**src/rtl/alu_issue_queue_pkg.sv**
```systemverilog
// Shared widths, depth defaults and request/response records for the ALU issue queue.
// Optional feature macro: ALU_ISSUE_BYPASS_EN (used in alu_issue_queue.sv).
package alu_issue_queue_pkg;

    localparam int DATA_WIDTH      = 16;
    localparam int ALU_OP_WIDTH    = 4;
    localparam int TAG_WIDTH       = 4;
    localparam int DEF_IQ_DEPTH    = 4;
    localparam int DEF_RBUF_DEPTH  = 4;

    typedef enum logic [ALU_OP_WIDTH-1:0] {
        ALU_ADD = 4'd0,
        ALU_SUB = 4'd1,
        ALU_AND = 4'd2,
        ALU_OR  = 4'd3
    } alu_op_e;

    typedef struct packed {
        logic [DATA_WIDTH-1:0]   a;
        logic [DATA_WIDTH-1:0]   b;
        logic [ALU_OP_WIDTH-1:0] op;
        logic [TAG_WIDTH-1:0]    tag;
    } req_t;

    typedef struct packed {
        logic [DATA_WIDTH-1:0] z;
        logic                  ovf;
        logic [TAG_WIDTH-1:0]  tag;
    } rsp_t;

endpackage

```
**src/rtl/alu_issue_queue_if.sv**
```systemverilog
// Request/response valid-ready port of the ALU issue queue.
// master = client issuing requests and draining responses; slave = the queue.
interface alu_issue_queue_if;
    import alu_issue_queue_pkg::*;

    logic                    req_valid;
    logic                    req_ready;
    logic [DATA_WIDTH-1:0]   req_a;
    logic [DATA_WIDTH-1:0]   req_b;
    logic [ALU_OP_WIDTH-1:0] req_op;
    logic [TAG_WIDTH-1:0]    req_tag;
    logic                    rsp_valid;
    logic                    rsp_ready;
    logic [DATA_WIDTH-1:0]   rsp_z;
    logic                    rsp_ovf;
    logic [TAG_WIDTH-1:0]    rsp_tag;

    modport master (
        output req_valid, req_a, req_b, req_op, req_tag, rsp_ready,
        input  req_ready, rsp_valid, rsp_z, rsp_ovf, rsp_tag
    );

    modport slave (
        input  req_valid, req_a, req_b, req_op, req_tag, rsp_ready,
        output req_ready, rsp_valid, rsp_z, rsp_ovf, rsp_tag
    );

endinterface

```
**src/rtl/alu_issue_queue_sync_fifo.sv**
```systemverilog
// Synchronous FIFO, power-of-2 depth, extra-MSB pointers; head read is combinational
// and forced to zero when empty so an idle queue presents all-zero data.
module alu_issue_queue_sync_fifo #(
    parameter int WIDTH = 8,
    parameter int DEPTH = 4,
    localparam int AW   = $clog2(DEPTH)
) (
    input  logic             clk,
    input  logic             rst,
    input  logic             wr_en,
    input  logic [WIDTH-1:0] wr_data,
    input  logic             rd_en,
    output logic [WIDTH-1:0] rd_data,
    output logic [AW:0]      count
);

    localparam logic [AW:0] PTR_ONE = (AW+1)'(1);

    logic [WIDTH-1:0] mem [DEPTH];
    logic [AW:0]      wr_ptr, rd_ptr;
    logic             full, empty, wr_ok, rd_ok;

    assign empty   = (wr_ptr == rd_ptr);
    assign full    = (wr_ptr[AW] != rd_ptr[AW]) && (wr_ptr[AW-1:0] == rd_ptr[AW-1:0]);
    assign count   = wr_ptr - rd_ptr;
    assign wr_ok   = wr_en && !full;
    assign rd_ok   = rd_en && !empty;
    assign rd_data = empty ? '0 : mem[rd_ptr[AW-1:0]];

    always_ff @(posedge clk) begin
        if (rst) begin
            wr_ptr <= '0;
            rd_ptr <= '0;
        end else begin
            if (wr_ok) wr_ptr <= wr_ptr + PTR_ONE;
            if (rd_ok) rd_ptr <= rd_ptr + PTR_ONE;
        end
    end

    always_ff @(posedge clk) begin
        if (wr_ok) mem[wr_ptr[AW-1:0]] <= wr_data;
    end

endmodule

```
**src/rtl/alu_issue_queue.sv**
```systemverilog
// Issue stage in front of sync_alu: request FIFO, registered operands, 2-stage result
// tracker and credit-guarded response buffer. ALU_ISSUE_BYPASS_EN lets an idle queue skip the IQ.
module alu_issue_queue
    import alu_issue_queue_pkg::*;
#(
    parameter int IQ_DEPTH   = DEF_IQ_DEPTH,
    parameter int RBUF_DEPTH = DEF_RBUF_DEPTH
) (
    input  logic                    clk,
    input  logic                    rst,
    alu_issue_queue_if.slave        io,
    output logic [DATA_WIDTH-1:0]   alu_a,
    output logic [DATA_WIDTH-1:0]   alu_b,
    output logic [ALU_OP_WIDTH-1:0] alu_op,
    input  logic [DATA_WIDTH-1:0]   alu_z,
    input  logic                    alu_ovf,
    output logic                    busy
);

    localparam int IAW = $clog2(IQ_DEPTH);
    localparam int RAW = $clog2(RBUF_DEPTH);
    localparam int CW  = RAW + 2;

    req_t                      req_in, iq_head, iss;
    rsp_t                      rbuf_wr, rbuf_head;
    logic [IAW:0]              iq_count;
    logic [RAW:0]              rcount;
    logic [1:0]                vld_pipe;
    logic [1:0][TAG_WIDTH-1:0] tag_pipe;
    logic [CW-1:0]             inflight;
    logic iq_empty, iq_full, req_fire, rsp_pop, credit_ok, iq_issue, bypass, issue;

    assign iq_empty     = (iq_count == '0);
    assign iq_full      = (iq_count == (IAW+1)'(IQ_DEPTH));
    assign io.req_ready = !iq_full;
    assign req_fire     = io.req_valid && !iq_full;
    assign io.rsp_valid = (rcount != '0);
    assign rsp_pop      = io.rsp_valid && io.rsp_ready;

    // Every issued op owns an RBUF slot from issue until it is popped.
    assign inflight  = CW'(rcount) + CW'(vld_pipe[0]) + CW'(vld_pipe[1]) - CW'(rsp_pop);
    assign credit_ok = (inflight < CW'(RBUF_DEPTH));
    assign iq_issue  = !iq_empty && credit_ok;

`ifdef ALU_ISSUE_BYPASS_EN
    assign bypass = iq_empty && credit_ok && req_fire;
`else
    assign bypass = 1'b0;
`endif

    assign issue  = iq_issue || bypass;
    assign req_in = '{a: io.req_a, b: io.req_b, op: io.req_op, tag: io.req_tag};
    assign iss    = bypass ? req_in : iq_head;

    alu_issue_queue_sync_fifo #(.WIDTH($bits(req_t)), .DEPTH(IQ_DEPTH)) u_iq (
        .clk     (clk),
        .rst     (rst),
        .wr_en   (req_fire && !bypass),
        .wr_data (req_in),
        .rd_en   (iq_issue),
        .rd_data (iq_head),
        .count   (iq_count)
    );

    always_ff @(posedge clk) begin
        if (rst) begin
            alu_a    <= '0;
            alu_b    <= '0;
            alu_op   <= '0;
            vld_pipe <= '0;
            tag_pipe <= '0;
        end else begin
            vld_pipe    <= {vld_pipe[0], issue};
            tag_pipe[1] <= tag_pipe[0];
            if (issue) begin
                alu_a       <= iss.a;
                alu_b       <= iss.b;
                alu_op      <= iss.op;
                tag_pipe[0] <= iss.tag;
            end
        end
    end

    // Stage 2 means sync_alu Z corresponds to the tracked tag this cycle.
    assign rbuf_wr = '{z: alu_z, ovf: alu_ovf, tag: tag_pipe[1]};

    alu_issue_queue_sync_fifo #(.WIDTH($bits(rsp_t)), .DEPTH(RBUF_DEPTH)) u_rbuf (
        .clk     (clk),
        .rst     (rst),
        .wr_en   (vld_pipe[1]),
        .wr_data (rbuf_wr),
        .rd_en   (rsp_pop),
        .rd_data (rbuf_head),
        .count   (rcount)
    );

    assign io.rsp_z   = rbuf_head.z;
    assign io.rsp_ovf = rbuf_head.ovf;
    assign io.rsp_tag = rbuf_head.tag;
    assign busy       = !iq_empty || (|vld_pipe) || io.rsp_valid;

endmodule

```
**src/flat_wrapper.sv**
```systemverilog
// flat-port wrapper written by rule: the top's interface ports become plain ports
module alu_issue_queue_flat import alu_issue_queue_pkg::*;
#(
    parameter int IQ_DEPTH   = DEF_IQ_DEPTH,
    parameter int RBUF_DEPTH = DEF_RBUF_DEPTH
)
  (clk, rst, alu_a, alu_b, alu_op, alu_z, alu_ovf, busy, io_req_valid, io_req_a, io_req_b, io_req_op, io_req_tag, io_rsp_ready, io_req_ready, io_rsp_valid, io_rsp_z, io_rsp_ovf, io_rsp_tag);
  alu_issue_queue_if io_i ();
  input  logic clk;
  input  logic rst;
  output logic [DATA_WIDTH-1:0] alu_a;
  output logic [DATA_WIDTH-1:0] alu_b;
  output logic [ALU_OP_WIDTH-1:0] alu_op;
  input  logic [DATA_WIDTH-1:0] alu_z;
  input  logic alu_ovf;
  output logic busy;
  input wire logic [$bits(io_i.req_valid)-1:0] io_req_valid;
  input wire logic [$bits(io_i.req_a)-1:0] io_req_a;
  input wire logic [$bits(io_i.req_b)-1:0] io_req_b;
  input wire logic [$bits(io_i.req_op)-1:0] io_req_op;
  input wire logic [$bits(io_i.req_tag)-1:0] io_req_tag;
  input wire logic [$bits(io_i.rsp_ready)-1:0] io_rsp_ready;
  output wire logic [$bits(io_i.req_ready)-1:0] io_req_ready;
  output wire logic [$bits(io_i.rsp_valid)-1:0] io_rsp_valid;
  output wire logic [$bits(io_i.rsp_z)-1:0] io_rsp_z;
  output wire logic [$bits(io_i.rsp_ovf)-1:0] io_rsp_ovf;
  output wire logic [$bits(io_i.rsp_tag)-1:0] io_rsp_tag;
  assign io_i.req_valid = io_req_valid;
  assign io_i.req_a = io_req_a;
  assign io_i.req_b = io_req_b;
  assign io_i.req_op = io_req_op;
  assign io_i.req_tag = io_req_tag;
  assign io_i.rsp_ready = io_rsp_ready;
  assign io_req_ready = io_i.req_ready;
  assign io_rsp_valid = io_i.rsp_valid;
  assign io_rsp_z = io_i.rsp_z;
  assign io_rsp_ovf = io_i.rsp_ovf;
  assign io_rsp_tag = io_i.rsp_tag;
  alu_issue_queue #(.IQ_DEPTH(IQ_DEPTH), .RBUF_DEPTH(RBUF_DEPTH)) u_core (.clk(clk), .rst(rst), .io(io_i), .alu_a(alu_a), .alu_b(alu_b), .alu_op(alu_op), .alu_z(alu_z), .alu_ovf(alu_ovf), .busy(busy));
endmodule
```
**config.mk**
```make
export PLATFORM = sky130hd
export DESIGN_NAME = alu_issue_queue_flat
export DESIGN_NICKNAME = d
export VERILOG_FILES = /design/src/rtl/alu_issue_queue_pkg.sv /design/src/rtl/alu_issue_queue_if.sv /design/src/rtl/alu_issue_queue_sync_fifo.sv /design/src/rtl/alu_issue_queue.sv /design/src/flat_wrapper.sv
export SDC_FILE = /design/constraint.sdc
export NUM_CORES = 1
export LEC_CHECK = 0
export BUFFER_PORTS_ARGS = -buffer_cell sky130_fd_sc_hd__buf_2
export CAP_MARGIN = 10
export CORE_UTILIZATION = 40
export CTS_BUF_LIST = sky130_fd_sc_hd__clkbuf_8 sky130_fd_sc_hd__clkbuf_16
export CTS_CLUSTER_SIZE = 25
export DETAILED_ROUTE_END_ITERATION = 7
export PLACE_DENSITY_LB_ADDON = 0.1
export SLEW_MARGIN = 20
export SYNTH_ARGS = -nofsm -noshare
export SYNTH_HDL_FRONTEND = slang
export SYNTH_SLANG_ARGS = --single-unit
```
**constraint.sdc**
```tcl
create_clock -name clk -period 3.6 [get_ports clk]
set_input_delay 0.18 -clock clk [delete_from_list [all_inputs] [get_ports clk]]
set_output_delay 0.18 -clock clk [all_outputs]
set_load 0.1 [all_outputs]
```
==> impl_metrics.xml <==
<?xml version="1.0" encoding="UTF-8"?>
<metrics>
  <group name="logic_synthesis">
    <metric name="yosysWarnings" unit="">0</metric>
    <metric name="synth.distinct_cells" unit="">39</metric>
    <metric name="syn_area" unit="µm²">11600</metric>
    <metric name="postSynthAreaPerCell" unit="µm²">17.8</metric>
    <metric name="synth.top_cells.by_area" unit="">sky130_fd_sc_hd__edfxtp_1 (63%), sky130_fd_sc_hd__mux4_2 (12%), sky130_fd_sc_hd__dfxtp_1 (10%)</metric>
    <metric name="total_nets_after_synthesis" unit="">731</metric>
    <metric name="synthesized_instance_count" unit="">651</metric>
    <metric name="synth_top_cell_by_area" unit="">sky130_fd_sc_hd__edfxtp_1</metric>
    <metric name="synth_edf_count" unit="">244</metric>
    <metric name="ys_async_sr_fraction" unit="">0</metric>
    <metric name="postSynth.topFlopCell" unit="">sky130_fd_sc_hd__edfxtp_1</metric>
    <metric name="synth_largest_type_area_fraction" unit="">0.632</metric>
    <metric name="seq_area_frac_synth" unit="">0.736</metric>
    <metric name="postSynthRegisterBits" unit="">304</metric>
  </group>
  <group name="final_layout">
    <metric name="drive_above_1_share" unit="">0.312</metric>
    <metric name="finalInstanceArea" unit="µm²">14500</metric>
    <metric name="flow.area_growth_from_synthesis" unit="%">25.0</metric>
    <metric name="num_antenna_cells" unit="">0</metric>
    <metric name="stdcell_count" unit="">1249</metric>
    <metric name="num-nets-final" unit="">926</metric>
  </group>
  <group name="floorplanning">
    <metric name="core_region_area" unit="µm²">28200</metric>
    <metric name="die_h" unit="µm">172</metric>
    <metric name="io_pins" unit="">121</metric>
    <metric name="floorplan.rows" unit="">61</metric>
    <metric name="die_width" unit="µm">172</metric>
    <metric name="floorplan.die_area" unit="µm²">29700</metric>
    <metric name="initial_core_utilization" unit="">0.412</metric>
  </group>
  <group name="drt">
    <metric name="antenna_violating_nets_post_route" unit="">0</metric>
    <metric name="vias_per_cell" unit="">5.04</metric>
    <metric name="avgRoutedWirePerCell" unit="µm">19.2</metric>
    <metric name="dr.pass1.iters" unit="">5</metric>
    <metric name="routed_wire_length" unit="µm">23900</metric>
    <metric name="via_count" unit="">6291</metric>
    <metric name="remaining_drc_errors" unit="">0</metric>
    <metric name="initial_drc_count" unit="">454</metric>
  </group>
  <group name="cts">
    <metric name="cts_max_path_buffers" unit="">3</metric>
    <metric name="cts-htree-levels" unit="">2</metric>
    <metric name="clk_root_buffer_cell" unit="">sky130_fd_sc_hd__clkbuf_16</metric>
    <metric name="cts_buffers" unit="">34</metric>
    <metric name="worstSkewPairLatency" unit="ps">500</metric>
    <metric name="cts_num_sinks" unit="">304</metric>
    <metric name="clkSlewWorstSetupHoldPaths" unit="ps">60</metric>
    <metric name="tritoncts_clock_tree" unit="">built</metric>
  </group>
  <group name="worst_setup_path">
    <metric name="criticalPathCategory" unit="">reg -&gt; reg</metric>
    <metric name="critical_path.max_fanout" unit="">5</metric>
    <metric name="end_kind" unit="">register</metric>
    <metric name="worstPathRequired" unit="ps">3970</metric>
    <metric name="crit_arrival" unit="ps">3900</metric>
    <metric name="crit_path_start_kind" unit="">register</metric>
  </group>
  <group name="grt">
    <metric name="global_route.overflow_total" unit="">0</metric>
    <metric name="grt_start_max_net_pins" unit="">44</metric>
    <metric name="initial_antenna_violation_count" unit="">1</metric>
    <metric name="grt_util_overall" unit="">0.167</metric>
    <metric name="number_of_global_route_vias_before_repair" unit="">6697</metric>
    <metric name="grt_pass1_wl" unit="µm">37000</metric>
  </group>
  <group name="timing">
    <metric name="final.period_utilization" unit="">0.981</metric>
    <metric name="clock.fmax" unit="MHz">283</metric>
    <metric name="tns" unit="ps">0</metric>
    <metric name="max_slew_margin" unit="">0.322</metric>
    <metric name="worst_pin_slew" unit="ps">1020</metric>
    <metric name="report.final.hold_viol_count" unit="">0</metric>
    <metric name="timing.final.ws_setup" unit="ps">69.3</metric>
    <metric name="setup-violations-final" unit="">0</metric>
    <metric name="hold_ws" unit="ps">71.6</metric>
    <metric name="clock-skew-final" unit="ps">12.1</metric>
    <metric name="period_minus_slack" unit="ps">3530</metric>
    <metric name="final-max-slew-violation-count" unit="">0</metric>
  </group>
  <group name="place">
    <metric name="dp_hpwl" unit="µm">14100</metric>
    <metric name="preCtsSetupSlack" unit="ps">41.5</metric>
    <metric name="place_area" unit="µm²">12800</metric>
    <metric name="place.detailed.instances" unit="">1129</metric>
    <metric name="io_buffer_count" unit="">120</metric>
    <metric name="gp_routability_congestion" unit="">0.722</metric>
  </group>
  <group name="run_status">
    <metric name="run_status" unit="">finished clean</metric>
  </group>
  <group name="run">
    <metric name="max_cap_violations" unit="">0</metric>
  </group>
  <group name="worst_hold_path">
    <metric name="worst_hold_path_type" unit="">in -&gt; reg</metric>
  </group>
  <group name="power_and_ir_drop">
    <metric name="p_leak" unit="nW">5.12</metric>
    <metric name="vdd.ir_drop.worst" unit="mV">0.542</metric>
    <metric name="pwr_density_cell" unit="nW/µm²">798</metric>
  </group>
</metrics>
-- worst paths after layout --
path / start / depth (start not counted) / slack (ps) / to
worst max register to register: u_core.u_rbuf.wr_ptr[0] / 13 / 70 / u_core.u_iq.rd_ptr[0]
worst min register to register: u_core.tag_pipe[1] / 1 / 480 / u_core.rbuf_wr[1]
worst min-delay path: io_req_valid / 4 / 70 / u_core.u_iq.wr_ptr[1]
worst max-delay path: u_core.u_rbuf.wr_ptr[0] / 13 / 70 / u_core.u_iq.rd_ptr[0]
-- layer usage --
layer,GRT usage,vias up,share of wire
met2,0.299,155,0.51
met1,0.201,3155,0.41
met5,0,-,0.00054
li1,-,2946,-
met4,0.0450,2,0.015
met3,0.0382,33,0.060
-- what timing repair did --
item / 4_1_cts / 5_1_grt
endpoints found under the setup margin: 0 / 43
gates resized for setup: 0 / 18
endpoints found under the hold margin: 228 / 0
setup buffers: 0 / 2
hold buffers: 57 / 0
-- logic make-up after synthesis --
kind of cell    synth area share
flops                      0.736
simple gates              0.0514
compound gates            0.0452
mux                        0.120
buf+inv                   0.0175
fa+ha+maj                 0.0212
xor+xnor                 0.00885
-- per-stage QoR --
step,power [mW],util
finish,11.6,0.515
CTS,11.7,0.513
floorplan,7.39,-
global placement,8.27,0.455
global route,12.1,0.515
detailed placement,8.32,0.455
-- synth_stat cells (2+ instances only) --
master,instances
sky130_fd_sc_hd__a21oi_1,44
sky130_fd_sc_hd__a31oi_1,2
sky130_fd_sc_hd__and2_1,6
sky130_fd_sc_hd__and3_1,6
sky130_fd_sc_hd__buf_2,8
sky130_fd_sc_hd__clkbuf_1,30
sky130_fd_sc_hd__dfxtp_1,60
sky130_fd_sc_hd__edfxtp_1,244
sky130_fd_sc_hd__ha_1,18
sky130_fd_sc_hd__inv_1,11
sky130_fd_sc_hd__mux4_2,61
sky130_fd_sc_hd__nand2_1,3
sky130_fd_sc_hd__nand3_1,43
sky130_fd_sc_hd__nand4b_1,2
sky130_fd_sc_hd__nor2_1,14
sky130_fd_sc_hd__nor2b_1,29
sky130_fd_sc_hd__o21a_1,2
sky130_fd_sc_hd__o21ai_0,40
sky130_fd_sc_hd__xnor2_1,5
sky130_fd_sc_hd__xor2_1,4
-- final cells by class --
class	count	area, µm²
clock buffer	36	890
clock inverter	25	188
fill	2342	13700
inverter	11	41.3
multi-input combinational	296	2960
sequential	304	8540
tap	378	473
timing repair buffer	199	1400
-- registers in the layout, summed over array words and instances, names as in the netlist, 3 cells and up, named ones only --
| signal | cells |
|---|---|
| u_core.alu_a | 16 |
| u_core.alu_b | 16 |
| u_core.alu_op | 4 |
| u_core.rbuf_wr | 4 |
| u_core.tag_pipe | 4 |
| u_core.u_iq.mem | 160 |
| u_core.u_iq.rd_ptr | 3 |
| u_core.u_iq.wr_ptr | 3 |
| u_core.u_rbuf.mem | 84 |
| u_core.u_rbuf.rd_ptr | 3 |
| u_core.u_rbuf.wr_ptr | 3 |
-- worst max-delay path, stage by stage (launching register included) --
cell                      delay, ps
sky130_fd_sc_hd__dfxtp_4        370
sky130_fd_sc_hd__inv_2           60
sky130_fd_sc_hd__ha_4           150
sky130_fd_sc_hd__fa_2           630
sky130_fd_sc_hd__nand3_4        110
sky130_fd_sc_hd__and2_4         160
sky130_fd_sc_hd__ha_4           150
sky130_fd_sc_hd__inv_1           90
sky130_fd_sc_hd__ha_4           210
sky130_fd_sc_hd__a21o_1         200
sky130_fd_sc_hd__or3_4          400
sky130_fd_sc_hd__o311a_4        350
sky130_fd_sc_hd__nor2_1         190
sky130_fd_sc_hd__mux2_2         350
-- cell usage in the layout (no fill, tap or decap), drive strengths merged, types with 3 or more instances in the layout --
cell,count
ha,18
buf,142
dfxtp,60
bufinv,3
xor2,4
clkbuf,36
xnor2,5
inv,25
clkinv,7
dlygate4sd3,57
nand3,43
nand2,3
edfxtp,244
nor2b,29
and3,6
o21ai,40
nor2,14
and2,6
mux4,61
a21oi,44
-- power by group --
part           switching [mW]  leakage [nW]  internal, mW
Combinational            2.71          1.83          1.13
Sequential              0.151          2.73          4.27
Clock                    1.31         0.567          1.99
Note: power is estimated with default switching activity, not from simulation.
